--- config.mk ---
export PLATFORM = sky130hd
export DESIGN_NAME = delay_tap_scheduler
export DESIGN_NICKNAME = d
export VERILOG_FILES = /design/src/rtl/delay_tap_scheduler.sv
export SDC_FILE = /design/constraint.sdc
export NUM_CORES = 1
export LEC_CHECK = 0
export CAP_MARGIN = 20
export CELL_PAD_IN_SITES_DETAIL_PLACEMENT = 1
export CELL_PAD_IN_SITES_GLOBAL_PLACEMENT = 1
export CORE_MARGIN = 2
export CORE_UTILIZATION = 43
export DETAILED_ROUTE_END_ITERATION = 8
export PLACE_DENSITY_LB_ADDON = 0.05
export SKIP_LAST_GASP = 1
export SYNTH_ARGS = -nofsm -noshare
export SYNTH_HDL_FRONTEND = slang
export SYNTH_SLANG_ARGS = --single-unit
--- constraint.sdc ---
create_clock -name clk_in -period 5.8 [get_ports clk_in]
set_clock_uncertainty 0.05 [all_clocks]
set_input_delay 1.74 -clock clk_in [delete_from_list [all_inputs] [get_ports clk_in]]
set_output_delay 1.74 -clock clk_in [all_outputs]
set_load 0.005 [all_outputs]
--- src/rtl/delay_tap_scheduler.sv ---
// Shares one single-port sample RAM between the dry write stream and NUM_TAPS
// delayed read taps, averaging dry plus valid taps into a chorus/echo mix.
module delay_tap_scheduler #(
  parameter int WIDTH        = 16,
  parameter int ADDR_W       = 15,
  parameter int NUM_TAPS     = 3,
  parameter int READ_LATENCY = 2,
  parameter int BASE_DELAY   = 5000,
  localparam int TAP_W       = (NUM_TAPS > 1) ? $clog2(NUM_TAPS) : 1
) (
  input  logic              clk_in,
  input  logic              rst_in,
  input  logic              chorus_enable,
  input  logic              sample_valid,
  input  logic [WIDTH-1:0]  data_dry,
  input  logic              cfg_we,
  input  logic [TAP_W-1:0]  cfg_tap,
  input  logic [ADDR_W-1:0] cfg_delay,
  output logic [ADDR_W-1:0] mem_addr,
  output logic              mem_we,
  output logic [WIDTH-1:0]  mem_wdata,
  input  logic [WIDTH-1:0]  mem_rdata,
  output logic [WIDTH-1:0]  data_wet,
  output logic              wet_valid,
  output logic              busy,
  output logic              overrun
);

  localparam int SHIFT = $clog2(NUM_TAPS + 1);
  localparam int ACC_W = WIDTH + SHIFT;
  localparam int CNT_W = 3;

  localparam logic [2:0] S_IDLE  = 3'd0;
  localparam logic [2:0] S_WRITE = 3'd1;
  localparam logic [2:0] S_READ  = 3'd2;
  localparam logic [2:0] S_DRAIN = 3'd3;
  localparam logic [2:0] S_OUT   = 3'd4;

  logic [2:0]               state_q, state_d;
  logic [CNT_W-1:0]         cnt_q, cnt_d;
  logic [ADDR_W-1:0]        wr_ptr_q, wr_ptr_d;
  logic [ADDR_W-1:0]        fill_q, fill_d;
  logic [ADDR_W-1:0]        base_q, base_d;
  logic [WIDTH-1:0]         dry_q, dry_d;
  logic signed [ACC_W-1:0]  acc_q, acc_d;
  logic [ADDR_W-1:0]        shadow_q [NUM_TAPS];
  logic [ADDR_W-1:0]        shadow_d [NUM_TAPS];
  logic [ADDR_W-1:0]        active_q [NUM_TAPS];
  logic [ADDR_W-1:0]        active_d [NUM_TAPS];
  logic [READ_LATENCY-1:0]  pipe_q, pipe_d;
  logic [ADDR_W-1:0]        mem_addr_q, mem_addr_d;
  logic                     mem_we_q, mem_we_d;
  logic [WIDTH-1:0]         mem_wdata_q, mem_wdata_d;
  logic                     overrun_q, overrun_d;
  logic [WIDTH-1:0]         wet_hold_q, wet_hold_d;

  logic                     issue;
  logic [TAP_W-1:0]         issue_idx;
  logic [ADDR_W-1:0]        issue_fill;
  logic [WIDTH-1:0]         result;
  logic [WIDTH-1:0]         out_sample;

  assign result     = WIDTH'(acc_q >>> SHIFT);
  assign out_sample = chorus_enable ? result : dry_q;

  always_comb begin
    state_d     = state_q;
    cnt_d       = cnt_q;
    wr_ptr_d    = wr_ptr_q;
    fill_d      = fill_q;
    base_d      = base_q;
    dry_d       = dry_q;
    acc_d       = acc_q;
    shadow_d    = shadow_q;
    active_d    = active_q;
    mem_addr_d  = mem_addr_q;
    mem_we_d    = 1'b0;
    mem_wdata_d = mem_wdata_q;
    overrun_d   = overrun_q;
    wet_hold_d  = wet_hold_q;
    issue       = 1'b0;
    issue_idx   = '0;
    issue_fill  = fill_q;

    // pipe tracks which in-flight reads belong to unmasked taps
    pipe_d = pipe_q << 1;
    if (pipe_q[READ_LATENCY-1]) begin
      acc_d = acc_q + {{SHIFT{mem_rdata[WIDTH-1]}}, mem_rdata};
    end

    if (cfg_we && ({1'b0, cfg_tap} < (TAP_W+1)'(NUM_TAPS))) begin
      shadow_d[cfg_tap] = cfg_delay;
    end

    case (state_q)
      S_IDLE: ;
      S_WRITE: begin
        wr_ptr_d = wr_ptr_q + 1'b1;
        if (fill_q != '1) fill_d = fill_q + 1'b1;
        issue      = 1'b1;
        issue_idx  = '0;
        issue_fill = fill_d;
        cnt_d      = '0;
        state_d    = S_READ;
      end
      S_READ: begin
        if (cnt_q == CNT_W'(NUM_TAPS - 1)) begin
          cnt_d   = '0;
          state_d = S_DRAIN;
        end else begin
          issue     = 1'b1;
          issue_idx = TAP_W'(cnt_q + 1'b1);
          cnt_d     = cnt_q + 1'b1;
        end
      end
      S_DRAIN: begin
        if (cnt_q == CNT_W'(READ_LATENCY - 1)) state_d = S_OUT;
        else cnt_d = cnt_q + 1'b1;
      end
      S_OUT: begin
        wet_hold_d = out_sample;
        state_d    = S_IDLE;
      end
      default: state_d = S_IDLE;
    endcase

    if (issue) begin
      mem_addr_d = base_q - active_q[issue_idx];
      pipe_d[0]  = (active_q[issue_idx] != '0) && (active_q[issue_idx] <= issue_fill);
    end

    // the OUT cycle already accepts the next sample so back-to-back strobes are not lost
    if (sample_valid) begin
      if (state_q == S_IDLE || state_q == S_OUT) begin
        state_d     = S_WRITE;
        dry_d       = data_dry;
        active_d    = shadow_q;
        base_d      = wr_ptr_q;
        acc_d       = {{SHIFT{data_dry[WIDTH-1]}}, data_dry};
        mem_we_d    = 1'b1;
        mem_addr_d  = wr_ptr_q;
        mem_wdata_d = data_dry;
      end else begin
        overrun_d = 1'b1;
      end
    end
  end

  always_ff @(posedge clk_in) begin
    if (rst_in) begin
      state_q     <= S_IDLE;
      cnt_q       <= '0;
      wr_ptr_q    <= '0;
      fill_q      <= '0;
      base_q      <= '0;
      dry_q       <= '0;
      acc_q       <= '0;
      pipe_q      <= '0;
      mem_addr_q  <= '0;
      mem_we_q    <= 1'b0;
      mem_wdata_q <= '0;
      overrun_q   <= 1'b0;
      wet_hold_q  <= '0;
      for (int t = 0; t < NUM_TAPS; t++) begin
        shadow_q[t] <= ADDR_W'(BASE_DELAY * (t + 1));
        active_q[t] <= ADDR_W'(BASE_DELAY * (t + 1));
      end
    end else begin
      state_q     <= state_d;
      cnt_q       <= cnt_d;
      wr_ptr_q    <= wr_ptr_d;
      fill_q      <= fill_d;
      base_q      <= base_d;
      dry_q       <= dry_d;
      acc_q       <= acc_d;
      pipe_q      <= pipe_d;
      mem_addr_q  <= mem_addr_d;
      mem_we_q    <= mem_we_d;
      mem_wdata_q <= mem_wdata_d;
      overrun_q   <= overrun_d;
      wet_hold_q  <= wet_hold_d;
      shadow_q    <= shadow_d;
      active_q    <= active_d;
    end
  end

  assign mem_addr  = mem_addr_q;
  assign mem_we    = mem_we_q;
  assign mem_wdata = mem_wdata_q;
  assign wet_valid = (state_q == S_OUT);
  assign busy      = (state_q != S_IDLE);
  assign overrun   = overrun_q;
  assign data_wet  = wet_valid ? out_sample : wet_hold_q;

endmodule

==> impl_results.md <==
- Post-synthesis average cell area: about 8.0 µm²
- Routability Congestion: roughly 0.82
- Starting utilization of the core area: 44.1%
- Pleak: ~4.7 nW
- Most frequent CP cell: sky130_fd_sc_hd__clkdlybuf4s50_1
- Buffers added on ports: ~100
- Yosys warning count: 0
- Setup repair after global routing missed its margin: no
- ANT cells: 0
- Worst-margin pin slew: between 800 and 900 ps
- Run status: completed
- Aggregate routed wire length: about 29 mm
- Post-Layout Cell Count: roughly 1700
- Fraction of registers with async set or reset after synthesis: 0%
- Max-slew headroom at the worst pin: 43.3%
- Clock-pin slew on the worst setup and hold paths: about 60 ps
- Power density cells: between 200 and 300 nW/µm²
- Instance count of the mapped netlist: 1295
- Category of the worst setup path capture point: primary output
- Class of the most critical setup path: in2out
- Post-synth cell types: 76
- Highest attainable clock frequency: 193 MHz
- Post-CTS Hold Buffers: 0
- Number of global-route vias before repair: about 9400
- Crit path max-delay cell type: sky130_fd_sc_hd__clkdlybuf4s50_1
- Overall track demand over capacity in global routing: between 20 and 25%
- Max VDD drop: ~0.00021 V
- Tcrit/Tclk final: between 80% and 90%
- Pin count of the biggest net entering global routing: 113
- Sequential-to-total area share from yosys stat: 40.4%
- Worst hold-check slack: roughly 390 ps
- Number of antenna violations at the first check in global routing: 0
- Clock Sink Count: 210
- Util after Layout: between 50% and 60%
- Top area cells in the synthesized netlist: sky130_fd_sc_hd__dfxtp_1 40%, sky130_fd_sc_hd__nand2_1 11%, sky130_fd_sc_hd__a21oi_1 7.5%, sky130_fd_sc_hd__ha_1 5.2%, sky130_fd_sc_hd__mux2i_1 3.3%
- Largest stage delay on the critical path: about 540 ps
- Placeable core region: 23600 µm²
- Maximum buffer depth of the clock tree: 3
- DRC violations left: 0
- Setup-failing EPs final: 0
- Overall Power: 3.57 mW
- Cell family with most CP delay: buffers and inverters
- CP Buf/Inv Count: 3
- Count of nets left with antenna violations after detail routing: 0
- Worst Setup Slack post-DPL: around 620 ps
- Final number of hold-violating endpoints: 0
- Total Die Area: approximately 25000 µm²
- TritonRoute pass-1 iters: 4
- Ratio of routed vias to standard cells: ~5.3
- Cell type with the highest aggregate area in the netlist: sky130_fd_sc_hd__dfxtp_1
- Number of placement rows: between 50 and 60
- Post-placement cell count: approximately 1700
- Number of setup buffers added after CTS: 0
- Die height: between 150 and 200 µm
- Min Clock Period, post-route: 5190 ps
- Num ports: about 110
- Path depth of the worst reg2reg path: 17
- Maxcap violations: 0
- Final critical-path setup slack: just over 600 ps
- Sequential standard cell area: around 4200 µm²
- Setup tns final: 0 ps
- Post-detail-place hpwl: 20.0 mm
- Total number of vias: roughly 9100
- Max-slew violation total from the final report: 0
- Most instantiated library cell after synthesis: sky130_fd_sc_hd__nand2_1
- Area growth syn-to-layout: 20.3%
- Count of cell instances traversed by the critical path: 5
- WHS Path Cells: 1
- Peak fanout along the critical path: 16
- Top_reg_cell synth: sky130_fd_sc_hd__dfxtp_1
- Number of DRC violations after detailed-routing iteration 0: between 300 and 400
- Clock latency reported for the late side of the worst-skew pair: roughly 520 ps
- Total congestion overflow after global routing: 0
- Required time at the endpoint of the critical path: roughly 4000 ps
- Worst min path class: reg2reg
- Number of buffers inserted during clock tree synthesis: 24
- Wire length of the first global-routing pass: just under 50 mm
- Layout net count: around 1500
- Number of levels in the clock H-tree: 1
- Number of enable flip-flop cells after synthesis: 0
- Count of fill cells added during filler insertion: between 2000 and 3000
- Average routed wire per standard cell: between 15 and 20 µm
- Crit path arrival time: 3400 ps
- Area share of the leading cell type in the synthesized netlist: between 40 and 50%
- Die Span X: about 160 µm
- Finished Cell Area: ~13000 µm²
- Instance area at placement: 11700 µm²
- Root cell of the clock tree: sky130_fd_sc_hd__clkbuf_16
- Post-synthesis cell area: between 10000 and 15000 µm²
- Flop and latch count out of synthesis: 210
- CTS tree: built
- Crit-path cells: clkdlybuf4s50_1 -> buf_4 -> mux2i_1 -> a21oi_1 -> clkdlybuf4s50_1
- Share of final-layout standard cells stronger than drive strength 1: 6.86%
- Net count after synthesis: 1394
- CTS-repair resized insts: 0
- Crit start category: input pin
- Area of the multi-input gates: 5770 µm²
- Post-synth top cells: 309 x sky130_fd_sc_hd__nand2_1, 210 x sky130_fd_sc_hd__dfxtp_1, 155 x sky130_fd_sc_hd__a21oi_1
## worst reg2reg max path, delay by kind of cell, from the launching register on
kind,cells,cell delay [ps]
buffers and inverters,4,740
multiplexers,2,430
AND/OR/NAND/NOR,2,740
AO/OA/AOI/OAI,7,1530
adder cells (fa/ha/maj),2,820
flip-flops,1,340
## state kept, by name (all words and copies together), names as in the netlist
name        count
mem_we          1
shadow_q       45
mem_wdata      16
active_q       45
pipe_q          2
wet_hold_q     16
mem_addr       15
fill_q         15
acc_q          18
overrun         1
state_q         3
base_q         15
cnt_q           3
wr_ptr_q       15
## cell usage in the layout (no fill, tap or decap), types with 8 or more instances in the layout
cell type	instances
sky130_fd_sc_hd__o21ai_0	35
sky130_fd_sc_hd__clkbuf_16	25
sky130_fd_sc_hd__clkdlybuf4s50_1	103
sky130_fd_sc_hd__a21o_1	8
sky130_fd_sc_hd__xnor2_1	31
sky130_fd_sc_hd__o211ai_1	9
sky130_fd_sc_hd__nand4_1	11
sky130_fd_sc_hd__or3_1	10
sky130_fd_sc_hd__nand3b_1	37
sky130_fd_sc_hd__a21oi_1	155
sky130_fd_sc_hd__nand3_1	27
sky130_fd_sc_hd__inv_1	38
sky130_fd_sc_hd__nor2_1	73
sky130_fd_sc_hd__nand2b_1	9
sky130_fd_sc_hd__nand2_1	308
sky130_fd_sc_hd__dfxtp_1	210
sky130_fd_sc_hd__nor3_1	8
sky130_fd_sc_hd__mux2i_1	34
sky130_fd_sc_hd__nor2b_1	28
sky130_fd_sc_hd__ha_1	43
sky130_fd_sc_hd__buf_4	16
sky130_fd_sc_hd__xor2_1	18
sky130_fd_sc_hd__mux2_2	10
## logic make-up after synthesis
group / Yosys count / share of synthesized area, %
adder cells (fa/ha/maj): 49 / 5.96
multiplexers: 46 / 4.57
AND/OR/NAND/NOR: 556 / 24.8
XOR/XNOR: 49 / 4.12
AO/OA/AOI/OAI: 271 / 15.8
buffers and inverters: 114 / 4.30
flip-flops: 210 / 40.4
## report_power, final
part / internal, mW / switching [mW]
Clock: 0.950 / 0.624
Combinational: 0.202 / 0.258
Sequential: 1.50 / 0.0382
## final timing paths
path	from	endpoint	slack [ps]
max	chorus_enable	data_wet[8]	610
min	pipe_q[0]$_SDFF_PP0_	pipe_q[1]$_SDFF_PP0_	390
max reg2reg	cnt_q[0]$_SDFFE_PP0P_	mem_addr[12]$_SDFF_PP0_	1070
min reg2reg	pipe_q[0]$_SDFF_PP0_	pipe_q[1]$_SDFF_PP0_	390
## metal layers
layer	up-vias	wire (µm)	track usage, %
li1	4559	-	-
met1	4330	13700	29.8
met2	132	14000	40.1
met3	30	986	2.91
met4	0	346	4.46
met5	-	0	0
## area by class of cell
type	instances	area share, %
Tap cell	319	3.19
Sequential cell	210	33.6
Clock buffer	33	5.71
Inverter	38	1.14
Timing Repair Buffer	121	9.44
Multi-Input combinational cell	971	46.1
Clock inverter	11	0.879
Power figures use the tool's default switching activity.
